===== config.mk =====
export PLATFORM = sky130hd
export DESIGN_NAME = decoder_scan
export DESIGN_NICKNAME = d
export VERILOG_FILES = /design/src/rtl/decoder_pkg.sv /design/src/rtl/decoder_onehot.sv /design/src/rtl/decoder_scan.sv
export SDC_FILE = /design/constraint.sdc
export NUM_CORES = 1
export LEC_CHECK = 0
export CELL_PAD_IN_SITES_DETAIL_PLACEMENT = 1
export CELL_PAD_IN_SITES_GLOBAL_PLACEMENT = 2
export CORE_UTILIZATION = 29
export CTS_CLUSTER_SIZE = 10
export DETAILED_ROUTE_END_ITERATION = 8
export GPL_TIMING_DRIVEN = 0
export PLACE_DENSITY = 0.85
export SKIP_LAST_GASP = 1
export SYNTH_ARGS = -nofsm -noshare
export SYNTH_HDL_FRONTEND = slang
export SYNTH_SLANG_ARGS = --single-unit
export TNS_END_PERCENT = 10

===== constraint.sdc =====
create_clock -name i_clk -period 2.4 [get_ports i_clk]
set_clock_uncertainty 0.05 [all_clocks]
set_input_delay 0.48 -clock i_clk [delete_from_list [all_inputs] [get_ports i_clk]]
set_output_delay 0.48 -clock i_clk [all_outputs]
set_load 0.01 [all_outputs]

===== src/rtl/decoder_pkg.sv =====
// Shared definitions for the decoder family: FSM state encoding and the
// inactive output pattern helper.
// Pure declarations, no logic.
package decoder_pkg;

  // Upper bound on decoder output count supported by the pattern helper
  localparam int MAX_OUT = 256;

  typedef logic [1:0] state_t;

  localparam state_t ST_IDLE   = 2'd0;
  localparam state_t ST_STATIC = 2'd1;
  localparam state_t ST_SCAN   = 2'd2;
  localparam state_t ST_GAP    = 2'd3;

  // All-inactive level for `width` outputs: all ones when active-low, else zero.
  // Bits above `width` are zero; callers slice the low `width` bits.
  function automatic logic [MAX_OUT-1:0] inactive_pat(input int width, input bit active_low);
    logic [MAX_OUT-1:0] pat;
    pat = '0;
    for (int i = 0; i < MAX_OUT; i++) begin
      if (i < width) pat[i] = active_low;
    end
    return pat;
  endfunction

endpackage


===== src/rtl/decoder_onehot.sv =====
// Combinational SEL_W -> 2^SEL_W one-hot decoder, active-high.
// Zero latency; no flow control.
// Shared by the decoder family; polarity is applied by the caller.
module decoder_onehot #(
  parameter int SEL_W = 3
) (
  input  logic [SEL_W-1:0]      sel_i,
  output logic [(1<<SEL_W)-1:0] y_o
);

  // Set exactly the selected bit
  always_comb begin
    y_o        = '0;
    y_o[sel_i] = 1'b1;
  end

endmodule


===== src/rtl/decoder_scan.sv =====
// One-hot decoder with registered outputs: STATIC decodes i_sel, SCAN sequences 0..i_last
// with a programmable dwell and BLANK inactive cycles between channels.
// Outputs change one clock after the inputs that cause them; no backpressure.
module decoder_scan
  import decoder_pkg::*;
#(
  parameter int SEL_W      = 3,
  parameter int DIV_W      = 16,
  parameter int BLANK      = 1,
  parameter bit ACTIVE_LOW = 1'b1
) (
  input  logic                  i_clk,
  input  logic                  i_rst,
  input  logic                  i_en,
  input  logic                  i_mode,
  input  logic [SEL_W-1:0]      i_sel,
  input  logic                  i_opt,
  input  logic [DIV_W-1:0]      i_dwell,
  input  logic [SEL_W-1:0]      i_last,
  output logic [(1<<SEL_W)-1:0] o_y,
  output logic [SEL_W-1:0]      o_idx,
  output logic                  o_valid,
  output logic                  o_wrap
);

  localparam int OUT_N    = 1 << SEL_W;
  localparam int GAP_LAST = (BLANK > 0) ? BLANK - 1 : 0;
  localparam int GAP_W    = (GAP_LAST > 0) ? $clog2(GAP_LAST + 1) : 1;

  localparam logic [GAP_W-1:0]   GAP_END   = GAP_LAST[GAP_W-1:0];
  localparam logic [MAX_OUT-1:0] INACT_ALL = inactive_pat(OUT_N, ACTIVE_LOW);
  localparam logic [OUT_N-1:0]   INACT     = INACT_ALL[OUT_N-1:0];

  state_t             state_q, state_d;
  logic [SEL_W-1:0]   idx_q, idx_d;
  logic [DIV_W-1:0]   cnt_q, cnt_d;
  logic [GAP_W-1:0]   gap_q, gap_d;
  logic               wrap_d;

  logic [OUT_N-1:0]   y_q, y_d;
  logic               valid_q, valid_d;
  logic               wrap_q;

  logic [SEL_W-1:0]   idx_adv;
  logic               wraps;
  logic [OUT_N-1:0]   onehot;

  // Next channel in the scan; >= so a lowered i_last wraps instead of running on
  assign wraps   = (idx_q >= i_last);
  assign idx_adv = wraps ? '0 : idx_q + 1'b1;

  decoder_onehot #(
    .SEL_W (SEL_W)
  ) u_onehot (
    .sel_i (idx_d),
    .y_o   (onehot)
  );

  // State and counter registers
  always_ff @(posedge i_clk or posedge i_rst) begin
    if (i_rst) begin
      state_q <= ST_IDLE;
      idx_q   <= '0;
      cnt_q   <= '0;
      gap_q   <= '0;
    end else begin
      state_q <= state_d;
      idx_q   <= idx_d;
      cnt_q   <= cnt_d;
      gap_q   <= gap_d;
    end
  end

  // Next state: enable and mode override the dwell/gap sequencing
  always_comb begin
    state_d = state_q;
    idx_d   = idx_q;
    cnt_d   = cnt_q;
    gap_d   = gap_q;
    wrap_d  = 1'b0;
    if (!i_en) begin
      state_d = ST_IDLE;
      idx_d   = '0;
      cnt_d   = '0;
      gap_d   = '0;
    end else if (!i_mode) begin
      state_d = ST_STATIC;
      idx_d   = i_sel;
      cnt_d   = '0;
      gap_d   = '0;
    end else begin
      case (state_q)
        ST_SCAN: begin
          // >= lets a shortened dwell end the channel at once rather than wrap the counter
          if (cnt_q >= i_dwell) begin
            cnt_d = '0;
            if (BLANK > 0) begin
              state_d = ST_GAP;
              gap_d   = '0;
            end else begin
              idx_d  = idx_adv;
              wrap_d = wraps;
            end
          end else begin
            cnt_d = cnt_q + 1'b1;
          end
        end
        ST_GAP: begin
          if (gap_q == GAP_END) begin
            state_d = ST_SCAN;
            idx_d   = idx_adv;
            wrap_d  = wraps;
            gap_d   = '0;
          end else begin
            gap_d = gap_q + 1'b1;
          end
        end
        default: begin
          // IDLE or STATIC entering SCAN always restarts at channel 0
          state_d = ST_SCAN;
          idx_d   = '0;
          cnt_d   = '0;
          gap_d   = '0;
        end
      endcase
    end
  end

  // Output pattern for the next state: polarity-adjusted one-hot or inactive, then optional invert
  always_comb begin
    valid_d = (state_d == ST_STATIC) || (state_d == ST_SCAN);
    y_d     = valid_d ? (ACTIVE_LOW ? ~onehot : onehot) : INACT;
    y_d     = y_d ^ {OUT_N{i_opt}};
  end

  // Output register; reset forces the inactive level regardless of i_opt
  always_ff @(posedge i_clk or posedge i_rst) begin
    if (i_rst) begin
      y_q     <= INACT;
      valid_q <= 1'b0;
      wrap_q  <= 1'b0;
    end else begin
      y_q     <= y_d;
      valid_q <= valid_d;
      wrap_q  <= wrap_d;
    end
  end

  assign o_y     = y_q;
  assign o_idx   = idx_q;
  assign o_valid = valid_q;
  assign o_wrap  = wrap_q;

endmodule


# After elaboration in Yosys (flattened, before gate mapping)
# Cells that the tools add are included.
# classes
magnitude_cmp	4
add_sub_neg	3
muxes	26
reduce_logical	2
eq_ne	6
bitwise_logic	2
# ops
op	count
$mux W16	3
$pmux W16 S2	1
$add A16 B1 Y16 const B	1
$ge A16 B16 Y1	1
$mux W3	4
$mux W1	9
$mux W2	4
$mux W8	1
$not A8 Y8	1
$xor A8 B8 Y8	1
$eq A2 B2 Y1 const B	3
$pmux W3 S2	1
$lt A3 B4 Y1 const B	1
$ne A4 B4 Y1 const B	1
$pmux W2 S2	1
$add A3 B1 Y3 const B	1
$demux W1 S3	1
$ge A3 B1 Y1 const B	1
$ge A3 B3 Y1	1
$ne A3 B3 Y1 const B	1
$eq A2 B1 Y1 const B	1
$pmux W1 S2	1
$add A1 B1 Y1 const B	1
$logic_and A1 B1 Y1	1
$logic_or A1 B1 Y1	1
# totals
output_inout_bits	13
regBits	32
wordCells	50

# Depth between registers and ports, before layout
# depth
ltp_word	13
depth_mapped	9

# Modules after synthesis
# Synthesis repeated with hierarchy kept, for this count alone.
# unflattened
hier_cells	232
area_unflattened_um2	2158.3
# modules_own_cells
module	cells_per_inst	n_inst	seq_area_each_um2	area_each_um2
decoder_scan	224	1	785.8	2093.3
decoder_onehot	8	1	0.0	65.1

# Worst setup path after synthesis
# Ideal clock, no wire load.
# synth_timing
path_type	input to register
from	input port i_dwell[14]
to	register cnt_q[10]
path_buffers	1
arrival_ps	2256
setup_slack_ps	13
required_time_ps	2268
stages	9
setup_time_ps	82
path_cell_list	inv_1 -> ha_1 -> a21oi_2 -> nand2_2 -> a221oi_4 -> nor4b_4 -> buf_6 -> o31ai_2 -> a31oi_1
# synth_between
elab_chain_len	5
# synth_rtl
item	line_no	text
from (decl)	decoder_scan.sv:18	input logic [DIV_W-1:0] i_dwell,
$ge A16 B16 Y1	decoder_scan.sv:95	if (cnt_q >= i_dwell) begin
$mux W16	decoder_scan.sv:95	
$pmux W16 S2	decoder_scan.sv:92	case (state_q)
$mux W16	decoder_scan.sv:86	end else if (!i_mode) begin
$mux W16	decoder_scan.sv:81	if (!i_en) begin
to (signal assigned)	decoder_scan.sv:69	cnt_q <= cnt_d;
to (decl)	decoder_scan.sv:36	logic [DIV_W-1:0] cnt_q, cnt_d;
# Every way passes these cells.
# A chain may end at the register's enable or synchronous reset.

# Worst setup path after layout
# layout_timing
from	input port i_last[2]
to	register y_q[4] (netlist: o_y[4])
# layout_between
elab_chain_len	13
elab_cells_between_ends	14
cone_classes	order compare: 3; mux: 8; bitwise: 2; reduce/logical: 1
# layout_rtl
item	line_no	text
from (decl)	decoder_scan.sv:19	input logic [SEL_W-1:0] i_last,
$ge A3 B3 Y1 (*)	decoder_scan.sv:49	assign wraps = (idx_q >= i_last);
$mux W3 (*)	decoder_scan.sv:50	assign idx_adv = wraps ? '0 : idx_q + 1'b1;
$mux W3 (*)	decoder_scan.sv:109	if (gap_q == GAP_END) begin
$pmux W3 S2 (*)	decoder_scan.sv:92	
$mux W3 (*)	decoder_scan.sv:86	
$mux W3 (*)	decoder_scan.sv:81	
$lt A3 B4 Y1 (not written as such) / $ge A3 B1 Y1 (equally long branches)	decoder_onehot.sv:14	y_o[sel_i] = 1'b1;
$logic_and A1 B1 Y1 (not written as such)	decoder_onehot.sv:14	
$mux W1 (not written as such)	decoder_onehot.sv:14	
$demux W1 S3 (*)	--	
$not A8 Y8 (*)	decoder_scan.sv:132	y_d = valid_d ? (ACTIVE_LOW ? ~onehot : onehot) : INACT;
$mux W8 (*)	decoder_scan.sv:132	
$xor A8 B8 Y8 (*)	decoder_scan.sv:133	y_d = y_d ^ {OUT_N{i_opt}};
named net y_d[4]	decoder_scan.sv:40	logic [OUT_N-1:0] y_q, y_d;
to (signal assigned)	decoder_scan.sv:143	y_q <= y_d;
to (decl)	decoder_scan.sv:40	
# Mark *: on every way through the listed nets, which the timed path passes. The rest lies on a longest branch.

==> flow_summary.yaml <==
outcome:
  status: "finished, violations left"
  violations: "negative setup slack"
floorplanning:
  num_rows: 30
  ios: 40
  chipWidth_um: 88.0
  initial_core_util_pct: 30.7
  die-area_sq_um: 7740
  fp.coreArea_sq_um: 6980
  die_y_um: 88.0
worst_setup_path:
  r2r_setup_slack_ns: 0
  critPathArrivalTime_ns: 2.59
  r2r-end: "cnt_q[6]$_DFFE_PP0P_"
  r2r_cells: 9
  critPathRequiredTime_ns: 2.56
  crit_type: "in2reg"
  crit_top_cell: "nand2_2"
  worst-path-max-fanout: 4
  critical-path-max-stage-delay_ns: 0.45
  r2r-start: "cnt_q[0]$_DFFE_PP0P_"
  path_cells: "clkdlybuf4s50_1 -> inv_1 -> ha_1 -> nand2_2 -> o211ai_1 -> nand2_2 -> or3b_1 -> nor3_2 -> xnor2_1"
  crit_path_end_kind: "register"
  cp_slowest_cell: "clkdlybuf4s50_1"
  worst-path-buf-inv: 2
  worstSetupStartpointType: "input pin"
  cp_top_family: "simple AND/OR/NAND/NOR gates"
synthesis:
  synth_adder_area_share_pct: 12.3
  syn-instance-count: 225
  async_reset_ff_share_pct: 100
  synth_area_sq_um: 2140
  synth_top_area_share_pct: 26.8
  yosys_warnings: 0
  ys_top_cells_by_area: "dfrtp_1 27%, ha_1 12%, dfstp_2 9.8%, inv_1 4.6%, a21oi_1 3.7%"
  ys_seq_area_share_pct: 36.6
  muxShareOfSynthArea_pct: 0
  synth_top_family_by_area: "simple AND/OR/NAND/NOR gates"
  ys.flop_type: "dfrtp_1"
  synth_edf_count: 0
  synth_compound_area_share_pct: 17.4
  synth.largest_area_cell: "dfrtp_1"
  avgSynthCellArea_sq_um: 9.53
  yosysUniqueCellTypes: 54
  ys_ff_latch: 31
  syn_nets: 273
  synth_xor_area_share_pct: 3.68
  yosys.area_share.simple_pct: 24.3
cells_and_area:
  final_nets: 333
  final.fill_count: 808
  fin_area_sq_um: 3170
  layout_common_cells: "22 x clkdlybuf4s50_1, 17 x dfrtp_1, 14 x a21oi_1, 14 x inv_1, 13 x nand2_1"
  multi_input_area_sq_um: 1540
  drive_above_1_share_pct: 33.2
  layout_commonest_cell: "clkdlybuf4s50_1"
  syn_to_final_growth_pct: 47.9
  n_antenna_cell: 0
  regArea_sq_um: 793
detailed_routing:
  num_vias: 1933
  via_per_inst: 5.06
  antenna_left: 0
  wl_um: 5950
  firstDrtPassIters: 4
  avgRoutedWirePerCell_um: 15.6
  drtIter0Drc: 55
  drc: 0
clocking:
  cts_made_buffers: 5
  cts_tree: "done"
  cts_num_sinks: 31
  htreeDepth: 2
  cts_hold_buf: 0
  clkTransAtPathRegs_ns: 0.06
  clock_latency_ns: 0.28
  root_buffer: "clkbuf_8"
  clockBufferDepth: 2
min_path:
  min_from: "cnt_q[10]$_DFFE_PP0P_"
  hold_path_depth: 1
  min_to: "cnt_q[10]$_DFFE_PP0P_"
  min_path_type: "reg2reg"
timing:
  whs_ns: 0.488
  setup_violations: 4
  period_share_pct: 101
  finalHoldViolCount: 0
  tightestPinTransition_ns: 1.19
  drv_slew: 0
  clock.fmax_mhz: 411
  slew_headroom_pct: 20.3
  period_minus_slack_ns: 2.43
  grt_setup_unrepaired: "yes"
  setup_slack_ns: -0.0341
grt:
  gr-total-overflow: 0
  grt_max_degree: 32
  grt_pass1_wl_um: 9920
  grt_usage_pct: 16.6
  grt_pass1_vias: 2089
  antenna_found_initial: 0
power:
  power_mw: 1.18
  power_density_nw_per_um2: 373
  worst_ir_drop_vdd_mv: 0.145
  power_leakage_nw: 1.35
job:
  cap_violations: 0
place:
  port_buffers: 38
  dpl_cell_area_sq_um: 2650
  dpl.hpwl_um: 3900
  gp_routability_congestion: 0.805
[worst max path at each step]
stage	from	endpoint	depth (start not counted)
after global routing	cnt_q[0]$_DFFE_PP0P_	cnt_q[6]$_DFFE_PP0P_	9
after floorplan	i_dwell[14]	cnt_q[10]$_DFFE_PP0P_	9
final	i_last[2]	o_y[4]$_DFF_PP1_	9
after CTS	i_last[2]	o_y[4]$_DFF_PP1_	9
after detailed placement	i_dwell[14]	cnt_q[8]$_DFFE_PP0P_	10
after global placement	i_dwell[14]	cnt_q[10]$_DFFE_PP0P_	10
[layout make-up]
type / instances / share of cell area, %
repair buffers: 52 / 16.2
flip-flops and latches: 31 / 25.0
inverters: 26 / 3.08
clock buffers: 8 / 2.52
plain buffers: 4 / 0.750
well taps: 96 / 3.79
multi-input cells: 165 / 48.7
[power breakdown]
| part | total (mW) | leakage [nW] | switching (mW) | internal (mW) |
|---|---|---|---|---|
| Combinational | 0.228 | 0.926 | 0.110 | 0.118 |
| Sequential | 0.559 | 0.389 | 0.0110 | 0.548 |
| Clock | 0.397 | 0.0395 | 0.191 | 0.206 |
[cells by family after synthesis]
family	Yosys count
xor+xnor	9
flops	31
buf+inv	30
compound gates	51
fa+ha+maj	21
simple gates	83
[state kept, by name (all words and copies together), names as in the netlist]
name	flops
cnt_q	16
o_y	8
o_idx	3
state_q	2
o_valid	1
o_wrap	1
[layer usage]
layer	routed length [um]	GRT usage [%]	vias to the layer above
li1	-	-	927
met1	2650	20.9	962
met2	3070	29.5	37
met3	149	2.36	7
met4	82	4.47	0
met5	0	0	-
[synthesized netlist by cell type (2+ instances only)]
library cell	n
dfrtp_1	23
and2_1	5
o21ai_0	8
a21oi_1	16
o211ai_1	3
or3_1	3
nor2_1	3
nand4_1	2
a31oi_1	6
o21a_1	2
nor2b_1	5
nor3_1	9
inv_1	26
nand2b_1	4
nand2_1	18
nand3_1	10
ha_1	21
and4b_1	2
dfstp_2	8
o21ai_1	3
xnor2_1	9
and3_1	6
a22o_1	2
[per-stage QoR]
stage | TNS [ns] | std cells | worst slack [ns] | utilization, %
after CTS | -0.385 | 378 | -0.0688 | 42.5
after floorplan | 0 | 225 | 0.0125 | -
final | -0.0460 | 382 | -0.0341 | 45.4
after detailed placement | -17.21 | 359 | -0.822 | 37.9
after global placement | -16.07 | 359 | -0.781 | 37.9
after global routing | -1.42 | 382 | -0.131 | 45.4
[repair_timing]
item                                    in CTS  in global routing
buffers inserted                            10                  4
resized for setup                           38                 40
pin swaps                                   28                 15
gates cloned                                 1                  0
hold endpoints to repair                     0                  0
endpoints found under the setup margin      25                 23
(Power assumes the default switching activity.)
